[src/rtl/csr_inst_loader.sv]
// CSR-bus initiator that streams instruction words into instruction memory through the CSR file.
// Define CSR_INST_LOADER_VERIFY_EN to read back and compare every word after it is written.
module csr_inst_loader #(
  parameter int unsigned CsrDataWidth = 32,
  parameter int unsigned CsrAddrWidth = 32,
  parameter int unsigned InstMemDepth = 1024,
  localparam int unsigned IdxW = $clog2(InstMemDepth) + 1
) (
  input  logic                    clk_i,
  input  logic                    rst_i,
  input  logic                    start_i,
  input  logic [IdxW-1:0]         num_inst_i,
  input  logic                    start_core_i,
  input  logic [CsrDataWidth-1:0] inst_data_i,
  input  logic                    inst_valid_i,
  output logic                    inst_ready_o,
  output logic [CsrAddrWidth-1:0] csr_req_addr_o,
  output logic [CsrDataWidth-1:0] csr_req_data_o,
  output logic                    csr_req_write_o,
  output logic                    csr_req_valid_o,
  input  logic                    csr_req_ready_i,
  input  logic [CsrDataWidth-1:0] csr_rsp_data_i,
  input  logic                    csr_rsp_valid_i,
  output logic                    csr_rsp_ready_o,
  output logic                    busy_o,
  output logic                    done_o,
  output logic                    err_o
);

  localparam logic [CsrAddrWidth-1:0] CoreSetRegAddr       = CsrAddrWidth'(0);
  localparam logic [CsrAddrWidth-1:0] InstCtrlRegAddr      = CsrAddrWidth'(3);
  localparam logic [CsrAddrWidth-1:0] InstWriteAddrRegAddr = CsrAddrWidth'(4);
  localparam logic [CsrAddrWidth-1:0] InstWriteDataRegAddr = CsrAddrWidth'(5);
  localparam int unsigned InstCtrlWriteModeBit = 0;
  localparam int unsigned CoreSetStartCoreBit  = 0;
`ifdef CSR_INST_LOADER_VERIFY_EN
  localparam logic [CsrAddrWidth-1:0] InstRddbgAddrRegAddr     = CsrAddrWidth'(6);
  localparam logic [CsrAddrWidth-1:0] InstInstAtAddrAddrRegAddr = CsrAddrWidth'(7);
  localparam int unsigned InstCtrlDbgModeBit = 1;
`endif

  typedef enum logic [3:0] {
    StIdle, StSetWm, StWrAddr, StFetch, StWrData, StRdAddr, StRdData, StClrWm, StStart, StDone
  } state_e;

  state_e                  state_q, state_d;
  logic                    wait_q, wait_d;  // request accepted, response outstanding
  logic [IdxW-1:0]         idx_q, idx_d;
  logic [IdxW-1:0]         num_q, num_d;
  logic                    start_core_q, start_core_d;
  logic [CsrDataWidth-1:0] word_q, word_d;
  logic                    err_q, err_d;
  logic                    req_state, rsp_hs, last_word;

  assign req_state = state_q inside {StSetWm, StWrAddr, StWrData, StRdAddr, StRdData, StClrWm,
                                     StStart};
  assign csr_req_valid_o = req_state & ~wait_q;
  assign csr_rsp_ready_o = req_state & wait_q;
  assign rsp_hs          = csr_rsp_ready_o & csr_rsp_valid_i;
  assign last_word       = (idx_q + IdxW'(1)) == num_q;
  assign busy_o          = (state_q != StIdle) && (state_q != StDone);
  assign done_o          = state_q == StDone;
  assign err_o           = err_q;

`ifdef CSR_INST_LOADER_VERIFY_EN
  assign csr_req_write_o = req_state && (state_q != StRdData);
`else
  assign csr_req_write_o = 1'b1;
  logic unused_rsp_data;
  assign unused_rsp_data = ^csr_rsp_data_i;
`endif

  always_comb begin
    state_d        = state_q;
    wait_d         = wait_q;
    idx_d          = idx_q;
    num_d          = num_q;
    start_core_d   = start_core_q;
    word_d         = word_q;
    err_d          = err_q;
    inst_ready_o   = 1'b0;
    csr_req_addr_o = '0;
    csr_req_data_o = '0;

    if (csr_req_valid_o && csr_req_ready_i) wait_d = 1'b1;
    if (rsp_hs) wait_d = 1'b0;

    case (state_q)
      StIdle, StDone: begin
        state_d = StIdle;
        if (start_i) begin
          num_d        = num_inst_i;
          start_core_d = start_core_i;
          idx_d        = '0;
          wait_d       = 1'b0;
          err_d        = 1'b0;
          if (num_inst_i > IdxW'(InstMemDepth)) begin
            err_d   = 1'b1;
            state_d = StDone;
          end else if (num_inst_i == '0) begin
            state_d = StDone;
          end else begin
            state_d = StSetWm;
          end
        end
      end
      StSetWm: begin
        csr_req_addr_o                       = InstCtrlRegAddr;
        csr_req_data_o[InstCtrlWriteModeBit] = 1'b1;
`ifdef CSR_INST_LOADER_VERIFY_EN
        csr_req_data_o[InstCtrlDbgModeBit]   = 1'b1;
`endif
        if (rsp_hs) state_d = StWrAddr;
      end
      StWrAddr: begin
        csr_req_addr_o = InstWriteAddrRegAddr;
        csr_req_data_o = CsrDataWidth'(idx_q);
        if (rsp_hs) state_d = StFetch;
      end
      StFetch: begin
        inst_ready_o = 1'b1;
        if (inst_valid_i) begin
          word_d  = inst_data_i;
          state_d = StWrData;
        end
      end
      StWrData: begin
        csr_req_addr_o = InstWriteDataRegAddr;
        csr_req_data_o = word_q;
        if (rsp_hs) begin
`ifdef CSR_INST_LOADER_VERIFY_EN
          state_d = StRdAddr;
`else
          idx_d   = idx_q + IdxW'(1);
          state_d = last_word ? StClrWm : StWrAddr;
`endif
        end
      end
`ifdef CSR_INST_LOADER_VERIFY_EN
      StRdAddr: begin
        csr_req_addr_o = InstRddbgAddrRegAddr;
        csr_req_data_o = CsrDataWidth'(idx_q);
        if (rsp_hs) state_d = StRdData;
      end
      StRdData: begin
        csr_req_addr_o = InstInstAtAddrAddrRegAddr;
        if (rsp_hs) begin
          if (csr_rsp_data_i != word_q) begin
            // Abandon remaining words and suppress the core start
            err_d   = 1'b1;
            state_d = StClrWm;
          end else begin
            idx_d   = idx_q + IdxW'(1);
            state_d = last_word ? StClrWm : StWrAddr;
          end
        end
      end
`endif
      StClrWm: begin
        csr_req_addr_o = InstCtrlRegAddr;
        if (rsp_hs) state_d = (start_core_q && !err_q) ? StStart : StDone;
      end
      StStart: begin
        csr_req_addr_o                      = CoreSetRegAddr;
        csr_req_data_o[CoreSetStartCoreBit] = 1'b1;
        if (rsp_hs) state_d = StDone;
      end
      default: state_d = StIdle;
    endcase
  end

  always_ff @(posedge clk_i) begin
    if (rst_i) begin
      state_q      <= StIdle;
      wait_q       <= 1'b0;
      idx_q        <= '0;
      num_q        <= '0;
      start_core_q <= 1'b0;
      word_q       <= '0;
      err_q        <= 1'b0;
    end else begin
      state_q      <= state_d;
      wait_q       <= wait_d;
      idx_q        <= idx_d;
      num_q        <= num_d;
      start_core_q <= start_core_d;
      word_q       <= word_d;
      err_q        <= err_d;
    end
  end

endmodule
[config.mk]
export PLATFORM = sky130hd
export DESIGN_NAME = csr_inst_loader
export DESIGN_NICKNAME = d
export VERILOG_FILES = /design/src/rtl/csr_inst_loader.sv
export SDC_FILE = /design/constraint.sdc
export NUM_CORES = 1
export LEC_CHECK = 0
export CORE_UTILIZATION = 25
export DETAILED_ROUTE_END_ITERATION = 10
export HOLD_SLACK_MARGIN = 0.06
export SYNTH_ARGS = -nofsm -noshare
export SYNTH_HDL_FRONTEND = slang
export SYNTH_SLANG_ARGS = --single-unit
[constraint.sdc]
create_clock -name clk_i -period 6.1 [get_ports clk_i]
set_input_delay 0.61 -clock clk_i [delete_from_list [all_inputs] [get_ports clk_i]]
set_output_delay 0.61 -clock clk_i [all_outputs]
set_load 0.1 [all_outputs]
==> metrics.md <==
| Metric | Value |
|---|---|
| FF+latch count, synth | 61 |
| Post-Syn Instances | 464 |
| Worst slack, placed | 2.62 ns |
| Post_cts resized | 0 |
| DRT iter0 DRCs | 161 |
| Starting density of the core | 26.0% |
| Cell area after synthesis | 3480 sq um |
| Crit Path Max Fanout | 30 |
| Async set or reset register ratio after synthesis | 0% |
| Total of max-cap violations | 0 |
| CP cell instances | nor4b_4 > buf_4 > a22o_1 > clkdlybuf4s50_1 |
| Post-route cell area | 4650 sq um |
| Commonest non-fill, non-tap cell in the layout | nand2_1 |
| Final setup violation count | 0 |
| Final setup margin | 2.30 ns |
| Port buffer count | 90 |
| Slowest stage cell, crit path | clkdlybuf4s50_1 |
| Fin nets | 615 |
| Initial antenna violation count | 0 |
| Share of cells above drive strength 1 | 4.85% |
| Post-Syn Area per Cell | 7.50 sq um |
| Row count | 42 |
| R2R setup slack | 3.39 ns |
| Final HPWL DP | 6800 microns |
| Pwr dens | 358 nW/um^2 |
| Number of filler cells placed in the layout | 1451 |
| Yosys warns | 0 |
| Final hold vios | 0 |
| P&R area growth vs syn | 33.7% |
| Worst Path Required | 5.49 ns |
| CP max stage delay | 1.14 ns |
| Synth unique cells | 53 |
| Post-DP Area | 4360 sq um |
| Tightest Pin Transition | 1.10 ns |
| Max Root-Sink Buffers | 2 |
| Main area contributors after synthesis | dfxtp_1, nand2_1, a21oi_1 |
| Number of enable flip-flop cells after synthesis | 0 |
| All-layer global routing usage | 13.3% |
| CTS clk-pin slew, worst paths | 0.05 ns |
| Status | finished clean |
| WL final | 9440 microns |
| Headroom to the max-slew limit | 26.7% |
| Setup Skew | 0.00873 ns |
| Power Total | 1660 uW |
| Worst Setup Start Kind | flip-flop |
| Ports | 153 |
| Non-filler instance count after layout | 712 |
| DR WL/cell | 13.3 microns |
| Height of the die | 120 microns |
| Tcrit/Tclk final | 62.2% |
| RSZ-0062 raised after global routing | false |
| Final setup TNS | 0 ns |
| DRC Markers | 0 |
| Vias in the first global route | 3072 |
| Yosys top cell by area | dfxtp_1 |
| Hold-fix buffers, CTS | 0 |
| Final Slew Violations | 0 |
| Peak supply drop | 115 uV |
| Largest net degree at the start of global routing | 57 |
| Sequential-to-total area share from yosys stat | 35.1% |
| CTS Buf Count | 9 |
| Worst Hold Class | reg -> reg |
| Worst endpoint data arrival time | 3.19 ns |
| Antenna viol nets, final | 0 |
| RD Place Congestion | 0.869 |
| Mean number of vias per cell | 4.60 |
| ANT cells | 0 |
| CTS tree | yes |
| Setup Crit Path Kind | reg -> out |
| Core footprint | 13400 sq um |
| Share of the synthesized area in the top cell type | 35.1% |
| Post-CTS setup buffers | 0 |
| Crit path time final | 3.80 ns |
| Max frequency | 263 MHz |
| Cells after DPL | 697 |
| Commonest non-fill, non-tap cells in the layout | nand2_1, clkdlybuf4s50_1, dfxtp_1 |
| Die ar. | 14400 sq um |
| Drt first pass iters | 4 |
| Worst-skew pair later-pin latency | 0.32 ns |
| Crit-path leading delay family | buffers and inverters |
| Width of the die | 120 microns |
| Grt ovf | 0 |
| Ys flop type | dfxtp_1 |
| WP buf/inv | 2 |
| Leak pwr | 0.00167 uW |
| First-pass GRT wire length | 15100 microns |
| Via count | 3274 |
| Root Driver | clkbuf_16 |
| H-Tree Depth | 3 |
| Crit path capture type | output pin |
| Clock sinks | 61 |
metrics by stage:
step | hold WS (ns) | utilization [%]
floorplan | 0.432 | -
global placement | 0.438 | 32.5
detailed placement | 0.443 | 32.5
CTS | 0.450 | 34.7
global route | 0.464 | 34.7
finish | 0.448 | 34.7
kinds of logic (layout without fill, tap and decap cells):
| group | count (synthesis) | in the layout | synth area share (%) |
|---|---|---|---|
| flip-flops | 61 | 61 | 35.1 |
| buffers and inverters | 70 | 114 | 11.4 |
| AO/OA/AOI/OAI | 92 | 92 | 16.5 |
| other | 2 | 30 | 0.216 |
| adder cells (fa/ha/maj) | 2 | 2 | 0.647 |
| AND/OR/NAND/NOR | 206 | 206 | 27.9 |
| XOR/XNOR | 19 | 19 | 4.78 |
| multiplexers | 12 | 12 | 3.49 |
sequential cells by signal (all words and copies together), names as in the netlist:
signal,cells
word_q,32
idx_q,11
num_q,11
state_q,4
err_o,1
start_core_q,1
wait_q,1
layer usage:
metal	vias up	share of wire [%]	track usage [%]	wire length (microns)
met5	-	0	0	0
met4	0	0.57	3.28	54
met3	7	5.1	2.76	484
met2	115	47	22.1	4410
met1	1511	48	17.3	4490
li1	1641	-	-	-
synthesized netlist by cell type, types with 6 or more instances:
library cell and n:
a21oi_1 52, a22o_1 10, and2_1 21, buf_2 13, buf_4 31, clkbuf_1 18
dfxtp_1 61, inv_1 6, mux2i_1 11, nand2_1 98, nand3_1 11, nor2_1 35
nor3_1 7, o21ai_0 10, xnor2_1 13, xor2_1 6
tightest hold or removal path, delay by kind of cell, from the launching register on:
kind               cells  cell delay, ns
DFF                    1            0.30
and+or+nand+nor        1            0.05
AOI/OAI and AO/OA      1            0.05
report_power, final:
part	total (uW)	internal, uW	switching, uW
Combinational	663	194	469
Clock	508	337	171
Sequential	494	437	57.3
Total	1660	968	697
cell type report:
cell class	instances	area (sq um)	share of cell area, %
Multi-Input combinational cell	361	1980	42.5
Sequential cell	61	1220	26.2
Timing Repair Buffer	93	918	19.7
Clock buffer	14	264	5.67
Tap cell	176	220	4.73
Clock inverter	1	30.0	0.645
Inverter	6	22.5	0.484
worst paths after layout:
path | from | endpoint | depth (start not counted)
worst min register to register | word_q[19]$_SDFFE_PP0P_ | word_q[19]$_SDFFE_PP0P_ | 2
worst max-delay path | state_q[2]$_SDFFE_PP0P_ | csr_req_data_o[8] | 4
worst min-delay path | word_q[19]$_SDFFE_PP0P_ | word_q[19]$_SDFFE_PP0P_ | 2
worst max register to register | state_q[2]$_SDFFE_PP0P_ | idx_q[6]$_SDFFE_PP0P_ | 5
(Power assumes the default switching activity.)
